===== src/rtl/local_mem_arbiter.sv =====
// Two-requester arbiter for a single-port, 1-cycle-latency local memory.
// Round-robin between A and B, with a bounded lock so a read-modify-write pair issues back to back.
module local_mem_arbiter #(
  parameter int LOCK_LIMIT = 4
) (
  input  logic        clk,
  input  logic        rst,
  input  logic        a_req,
  input  logic        a_lock,
  input  logic [29:0] a_addr,
  input  logic [3:0]  a_be,
  input  logic [31:0] a_wdata,
  output logic        a_gnt,
  output logic        a_rvalid,
  output logic [31:0] a_rdata,
  input  logic        b_req,
  input  logic        b_lock,
  input  logic [29:0] b_addr,
  input  logic [3:0]  b_be,
  input  logic [31:0] b_wdata,
  output logic        b_gnt,
  output logic        b_rvalid,
  output logic [31:0] b_rdata,
  output logic        mem_en,
  output logic [29:0] mem_addr,
  output logic [3:0]  mem_be,
  output logic [31:0] mem_data_in,
  input  logic [31:0] mem_data_out
);
  localparam logic [3:0] LIMIT = 4'(LOCK_LIMIT);

  logic       last_gnt;     // 0 = A, 1 = B
  logic       lock_active;
  logic       lock_owner;
  logic [3:0] lock_cnt;
  logic       rsp_a, rsp_b;
  logic       gnt_lock;

  // Under a lock the non-owner is refused even when the memory would be idle.
  always_comb begin
    a_gnt = 1'b0;
    b_gnt = 1'b0;
    if (rst) begin
      if (lock_active) begin
        a_gnt = !lock_owner && a_req;
        b_gnt =  lock_owner && b_req;
      end else if (a_req && b_req) begin
        a_gnt =  last_gnt;
        b_gnt = !last_gnt;
      end else begin
        a_gnt = a_req;
        b_gnt = b_req;
      end
    end
  end

  always_comb begin
    mem_en      = a_gnt || b_gnt;
    mem_addr    = b_gnt ? b_addr  : a_addr;
    mem_data_in = b_gnt ? b_wdata : a_wdata;
    mem_be      = a_gnt ? a_be : (b_gnt ? b_be : 4'h0);
    gnt_lock    = (a_gnt && a_lock) || (b_gnt && b_lock);
  end

  always_ff @(posedge clk or negedge rst) begin
    if (!rst) begin
      last_gnt    <= 1'b1;
      lock_active <= 1'b0;
      lock_owner  <= 1'b0;
      lock_cnt    <= 4'h0;
      rsp_a       <= 1'b0;
      rsp_b       <= 1'b0;
    end else begin
      rsp_a <= a_gnt && (a_be == 4'h0);
      rsp_b <= b_gnt && (b_be == 4'h0);
      if (mem_en) last_gnt <= b_gnt;
      // Once the owner has used LIMIT locked grants its next lock request is ignored.
      if (gnt_lock && (lock_cnt < LIMIT)) begin
        lock_active <= 1'b1;
        lock_owner  <= b_gnt;
        lock_cnt    <= lock_cnt + 4'h1;
      end else begin
        lock_active <= 1'b0;
        lock_cnt    <= 4'h0;
      end
    end
  end

  assign a_rvalid = rsp_a;
  assign b_rvalid = rsp_b;
  assign a_rdata  = mem_data_out;
  assign b_rdata  = mem_data_out;
endmodule


===== config.mk =====
export PLATFORM = sky130hd
export DESIGN_NAME = local_mem_arbiter
export DESIGN_NICKNAME = d
export VERILOG_FILES = /design/src/rtl/local_mem_arbiter.sv
export SDC_FILE = /design/constraint.sdc
export NUM_CORES = 1
export LEC_CHECK = 0
export CAP_MARGIN = 5
export CORE_AREA = 3 3 118 120
export DETAILED_ROUTE_END_ITERATION = 10
export DIE_AREA = 0 0 121 123
export DONT_BUFFER_PORTS = 1
export GPL_ROUTABILITY_DRIVEN = 0
export REMOVE_ABC_BUFFERS = 1
export SLEW_MARGIN = 0
export SYNTH_ARGS = -nofsm -noshare
export SYNTH_HDL_FRONTEND = slang
export SYNTH_SLANG_ARGS = --single-unit

===== constraint.sdc =====
create_clock -name clk -period 2.3 [get_ports clk]
set_input_delay 0.69 -clock clk [delete_from_list [all_inputs] [get_ports clk]]
set_output_delay 0.69 -clock clk [all_outputs]
set_load 0.01 [all_outputs]

==> metrics.cfg, run 1 <==
[synthesis]
synth_edf_count = 0
synth_top_area_share_pct = 44.9
synth_most_common_cell = buf_4
synth_cells = 174
yosys_register_bits = 9
seq_area_frac_synth_pct = 11.3
synth_common_cells = 64 x buf_4, 60 x mux2_4, 8 x dfrtp_1
avgSynthCellArea_um2 = 11.5
ys.flop_type = dfrtp_1
ys_warn_count = 0
synth_top_cell_by_area = mux2_4
netlist_area_um2 = 2000
synth_cell_types = 31
synthArstFlopShare_pct = 100
synth_area_leaders = mux2_4 45%, buf_4 24%, dfrtp_1 10%

[global_route]
grt_max_degree = 18
overflow = 0
grt_pass1_wl_mm = 9.73
antenna_found_initial = 0
track_usage_pct = 9.34
grt_pass1_vias = 1306

[pwr]
leakage_uw = 0.000822
clockPowerShare_pct = 33.1
power_switching_uw = 284
power_density_nw_per_um2 = 492
p_int_uw = 657
sw_frac_of_total_pct = 30.2
finalPower_uw = 941
ir_drop_mv = 0.148
seq_power_share_pct = 19.8
combinationalPowerShare_pct = 47.1

[cts]
clk_pin_slew_worst_paths_ns = 0.04
ctsRootBufferMaster = clkbuf_16
cts_sinks = 9
cts_made_buffers = 3
htreeDepth = 1
clock_latency_ns = 0.24
clock_tree.buffer_depth = 2
tritoncts = done

[worst_setup_path]
path_cells = nand2_4, o2111a_4, buf_4, mux2_4
cp-start-kind = flip-flop
cpMaxStageDelayCell = dfstp_2
path_max_fanout = 8
crit_path_end_kind = output port
cp.required_ns = 1.61
path_class = reg -> out
r2r-start = last_gnt$_DFFE_PN1P_
crit_arrival_ns = 1.73
reg2reg_slack_ns = 0.60
r2r_cells = 7
slowest_delay_ns = 0.55
worstReg2RegEnd = lock_cnt[2]$_DFF_PN0_

[detailed_routing]
drtIter0Drc = 61
ant_nets = 0
wl_per_cell_um = 26.9
drtPass1Iterations = 4
vias = 1222
drt-vias-per-instance = 4.10
route.detailed.drc = 0
routed_wl_mm = 8.03

[finish]
antennaDiodeCount = 0
fin_util_pct = 14.6
drive_gt1_share_pct = 76.2
layout.nets = 294
fill_cells = 1451
syn2layout_area_growth_pct = -4.49

[floorplan]
fp-row-count = 42
dieWidth_um = 121
design.die.area_um2 = 14900
start_util_pct = 15.3
ioPinCount = 305
coreArea_um2 = 13100
dieHeight_um = 123

[timing]
clock-skew-final_ns = 0.00439
finalSetupViolations = 63
fin_crit_ns = 2.42
finalHoldViolations = 0
rsz0062_at_grt = yes
whs_ns = 0.147
fmax_mhz = 413
slew_viol_final = 0
finalCritPeriodShare_pct = 105
tns_ns = -6.27
setup_ws_ns = -0.121

[job]
maxCapViolCount = 0

[placed_design]
portBuffers = 0
hpwl_mm = 6.58

[worst_hold_path]
hold_path_class = in -> async

[outcome]
violations = negative setup slack
status = complete, but fails checks

worst max path at each step:
stage          depth (start not counted)            startpoint  slack [ns]         endpoint
2_1_floorplan                          3                 a_req       -2.18     mem_addr[29]
3_3_place_gp                           4                 a_req       -0.24  mem_data_in[31]
3_5_place_dp                           4                 a_req       -0.27  mem_data_in[31]
4_1_cts                                4  last_gnt$_DFFE_PN1P_       -0.14      mem_addr[8]
5_1_grt                                4  last_gnt$_DFFE_PN1P_       -0.16      mem_addr[7]
6_report                               4  last_gnt$_DFFE_PN1P_       -0.12     mem_addr[10]
worst max-delay path, delay by kind of cell, from the launching register on:
kind	cells	cell delay (ns)
flip-flops	1	0.55
AO/OA/AOI/OAI	1	0.37
buffers and inverters	1	0.19
AND/OR/NAND/NOR	1	0.05
multiplexers	1	0.33
flip-flops by register name, indices dropped and copies added (netlist names):
name,count
lock_owner,1
lock_cnt,4
b_rvalid,1
a_rvalid,1
lock_active,1
last_gnt,1
power groups by stage:
| stage | logic, uW | clock network (uW) | registers [uW] |
|---|---|---|---|
| floorplan | 348 | 0 | 185 |
| global placement | 394 | 0 | 184 |
| detailed placement | 397 | 0 | 185 |
| CTS | 436 | 322 | 186 |
| global route | 471 | 328 | 188 |
| finish | 443 | 312 | 186 |
timing repair:
| item | CTS | global route |
|---|---|---|
| endpoints found under the setup margin | 67 | 67 |
| gates resized for setup | 9 | 2 |
| hold buffers | 0 | 0 |
| buffers inserted | 6 | 0 |
| gates cloned | 2 | 1 |
| pin swaps | 1 | 0 |
logic make-up (layout without fill, tap and decap cells):
family	after synthesis	after routing	share of synthesized area, %
buffers and inverters	74	21	31.7
other	1	1	0.187
AO/OA/AOI/OAI	11	12	5.12
adder cells (fa/ha/maj)	1	1	0.624
multiplexers	62	62	46.1
AND/OR/NAND/NOR	16	16	4.99
flip-flops	9	9	11.3
cell type report:
type	instances	area, um^2	share of cell area (%)
clock buffers	4	78.8	4.12
inverters	1	3.75	0.196
multi-input cells	92	1190	62.0
flip-flops and latches	9	228	11.9
well taps	176	220	11.5
repair buffers	16	198	10.3
cell usage in the layout, fill, tap and decap left out:
cell type  Yosys  layout
nand2_1        3       2
o2111a_2       0       1
dfrtp_1        8       7
inv_1          1       1
or2_2          1       1
nor3_2         1       1
mux2_4        60      62
buf_4         64       8
nand2_4        0       1
a211oi_2       1       1
clkbuf_16      0       4
buf_16         0       1
a22o_2         1       1
o2bb2ai_1      1       1
clkbuf_1       0       1
buf_6          1       4
nor2_1         1       1
ha_1           1       1
o21bai_1       1       1
dfrtp_2        0       1
dfstp_2        1       1
nor3b_1        1       1
a22o_1         4       4
nand2b_4       0       1
a22oi_2        1       1
and3_1         2       2
and2_1         2       2
conb_1         1       1
nor4_1         2       2
o2111a_4       0       1
buf_12         6       2
nor4_2         1       1
nand3_1        1       1
a21oi_1        1       1
routing by layer:
layer  vias up  global-route usage (%)  wire length [um]
met4         2                    2.05                58
met1       602                    12.9              3340
met5         -                    2.78                40
met3         8                    8.51              1520
li1        442                       -                 -
met2       168                    9.83              3070
stage by stage:
stage / cells / area, um^2 / setup WS [ns]
final: 298 / 1910 / -0.121
after floorplan: 101 / 1370 / -2.18
after CTS: 297 / 1880 / -0.139
after detailed placement: 285 / 1690 / -0.273
after global routing: 298 / 1910 / -0.163
after global placement: 285 / 1690 / -0.242
Power figures use the tool's default switching activity.
==> run 2: changes to the inputs <==
--- a/config.mk
+++ b/config.mk
@@ -5,6 +5,7 @@
 export SDC_FILE = /design/constraint.sdc
 export NUM_CORES = 1
 export LEC_CHECK = 0
+export ABC_CLOCK_PERIOD_IN_PS = 2600
 export CAP_MARGIN = 5
 export CORE_AREA = 3 3 118 120
 export DETAILED_ROUTE_END_ITERATION = 10
==> constraint.sdc (replaced) <==
create_clock -name clk -period 2.6 [get_ports clk]
set_input_delay 0.78 -clock clk [delete_from_list [all_inputs] [get_ports clk]]
set_output_delay 0.78 -clock clk [all_outputs]
set_load 0.01 [all_outputs]
==> metrics.cfg, run 2 (synthesized netlist as in run 1, its figures left out) <==
[timing]
finalCritPeriodShare_pct = 98.2
finalSetupViolations = 0  ; -100%
clock-skew-final_ns = 0.00828  ; +0.00389 ns
whs_ns = 0.235  ; +0.0878 ns
tns_ns = 0  ; +6.27 ns
fin_crit_ns = 2.55
slew_viol_final = 0  ; unchanged
fmax_mhz = 392
finalHoldViolations = 0  ; unchanged
rsz0062_at_grt = no

[worst_setup_path]
cpMaxStageDelayCell = dfstp_2
path_cells = nand2_4, o2111a_4, clkbuf_16, mux2_4
critPathTopFamily = flip-flops
slowest_delay_ns = 0.56  ; about the same
crit_buf_inv = 1  ; unchanged
crit_path_end_kind = output port
path_max_fanout = 11  ; +3
cp.required_ns = 1.82  ; +0.21 ns
cp-start-kind = flip-flop
crit_arrival_ns = 1.77  ; +0.04 ns
path_class = reg -> out

[finish]
fin_util_pct = 14.1  ; -0.51 points
regMostFlops = lock_cnt
finalInstanceArea_um2 = 1850  ; -3.5%
layout_commonest_cell = mux2_4
layout.nets = 289  ; -1.7%
fill_cells = 1461  ; +0.69%
syn2layout_area_growth_pct = -7.80
drive_gt1_share_pct = 74.4  ; -1.9 points
final_cell_mix = 60 x mux2_4, 7 x dfrtp_1, 6 x buf_4
largest_reg_flops = 4  ; unchanged
antennaDiodeCount = 0  ; unchanged

[cts]
htreeDepth = 1  ; unchanged
clock_latency_ns = 0.24  ; about the same
ctsRootBufferMaster = clkbuf_16
cts_made_buffers = 3  ; unchanged
cts_sinks = 9  ; unchanged
clock_tree.buffer_depth = 2  ; unchanged
clk_pin_slew_worst_paths_ns = 0.04  ; about the same
tritoncts = done

[outcome]
status = completed

[detailed_routing]
drtPass1Iterations = 6  ; +2
drt-vias-per-instance = 4.07  ; -0.71%
drtIter0Drc = 59  ; -3.3%
routed_wl_mm = 8.06  ; +0.32%
wl_per_cell_um = 27.5  ; +2.0%
route.detailed.drc = 0  ; unchanged
ant_nets = 0  ; unchanged
vias = 1193  ; -2.4%

[floorplan]
ioPinCount = 305  ; unchanged
fp-row-count = 42  ; unchanged
coreArea_um2 = 13100  ; unchanged
design.die.area_um2 = 14900  ; unchanged
dieHeight_um = 123  ; unchanged
dieWidth_um = 121  ; unchanged
start_util_pct = 15.3  ; unchanged

[pwr]
power_density_nw_per_um2 = 436  ; -11%
seq_power_share_pct = 20.8  ; +1.0 points
combinationalPowerShare_pct = 44.9  ; -2.2 points
ir_drop_mv = 0.137  ; -7.2%
leakage_uw = 0.000782  ; -4.9%
p_int_uw = 558  ; -15%
power_switching_uw = 248  ; -13%
sw_frac_of_total_pct = 30.8  ; +0.54 points
clockPowerShare_pct = 34.3  ; +1.2 points

[placed_design]
post_dp_cell_area_um2 = 1670  ; -0.89%
hpwl_mm = 6.59  ; +0.24%
portBuffers = 0  ; unchanged

[worst_hold_path]
hold_path_class = in -> async

[global_route]
grt_pass1_wl_mm = 9.43  ; -3.1%
grt_pass1_vias = 1226  ; -6.1%
track_usage_pct = 9.05  ; -0.30 points
overflow = 0  ; unchanged
grt_max_degree = 24  ; +6
antenna_found_initial = 0  ; unchanged

[job]
maxCapViolCount = 0  ; unchanged

run 2: power by group through the flow:
stage	Sequential, uW	Clock [uW]	Combinational, uW
6_report	167	276	362
3_3_place_gp	166	0	334
3_5_place_dp	167	0	336
4_1_cts	166	283	345
2_1_floorplan	164	0	308
5_1_grt	169	290	382
run 2: cell type report:
| type | count | area (um^2) | area share, % |
|---|---|---|---|
| clock buffers | 4 | 78.8 | 4.27 |
| multi-input cells | 92 | 1170 | 63.4 |
| flip-flops and latches | 9 | 228 | 12.3 |
| inverters | 1 | 3.75 | 0.203 |
| repair buffers | 11 | 146 | 7.92 |
| well taps | 176 | 220 | 11.9 |
run 2: path summary, 6_finish.rpt:
check,slack [ns],endpoint,startpoint,cells after the start
hold / removal,0.23,b_rvalid$_DFF_PN0_,rst,0
max in group asynchronous,2.18,last_gnt$_DFFE_PN1P_,rst,0
min in group clk,0.46,lock_cnt[0]$_DFF_PN0_,lock_cnt[0]$_DFF_PN0_,1
hold reg to reg,0.46,lock_cnt[0]$_DFF_PN0_,lock_cnt[0]$_DFF_PN0_,1
setup / recovery,0.05,mem_data_in[21],last_gnt$_DFFE_PN1P_,4
setup reg to reg,0.88,lock_cnt[2]$_DFF_PN0_,last_gnt$_DFFE_PN1P_,5
run 2: per-layer routing:
metal	GRT usage (%)	wire length, um	vias up
met2	9.55	3160	160
met4	2.05	58	2
met1	12.5	3370	587
met3	8.10	1440	8
li1	-	-	436
met5	2.78	40	-
run 2: metrics by stage:
step | cells | total power, uW | setup WS, ns
after floorplan | 101 | 472 | -2.06
after global placement | 283 | 500 | -0.122
after detailed placement | 283 | 503 | -0.144
after CTS | 289 | 794 | 0.00225
after global routing | 293 | 841 | 0.00975
final | 293 | 805 | 0.0466
run 2: timing repair:
action	in CTS	in global routing
resized for setup	0	4
gates cloned	1	2
pin swaps	0	2
setup endpoints to repair	48	27
hold buffers	0	0
buffers inserted	1	2
==> run 3: changes to the inputs <==
--- a/config.mk
+++ b/config.mk
@@ -6,7 +6,6 @@
 export NUM_CORES = 1
 export LEC_CHECK = 0
 export ABC_CLOCK_PERIOD_IN_PS = 2600
-export CAP_MARGIN = 5
 export CORE_AREA = 3 3 118 120
 export DETAILED_ROUTE_END_ITERATION = 10
 export DIE_AREA = 0 0 121 123
==> results of run 3 <==
The final DEF is identical to that of run 2; final timing and power are the same.
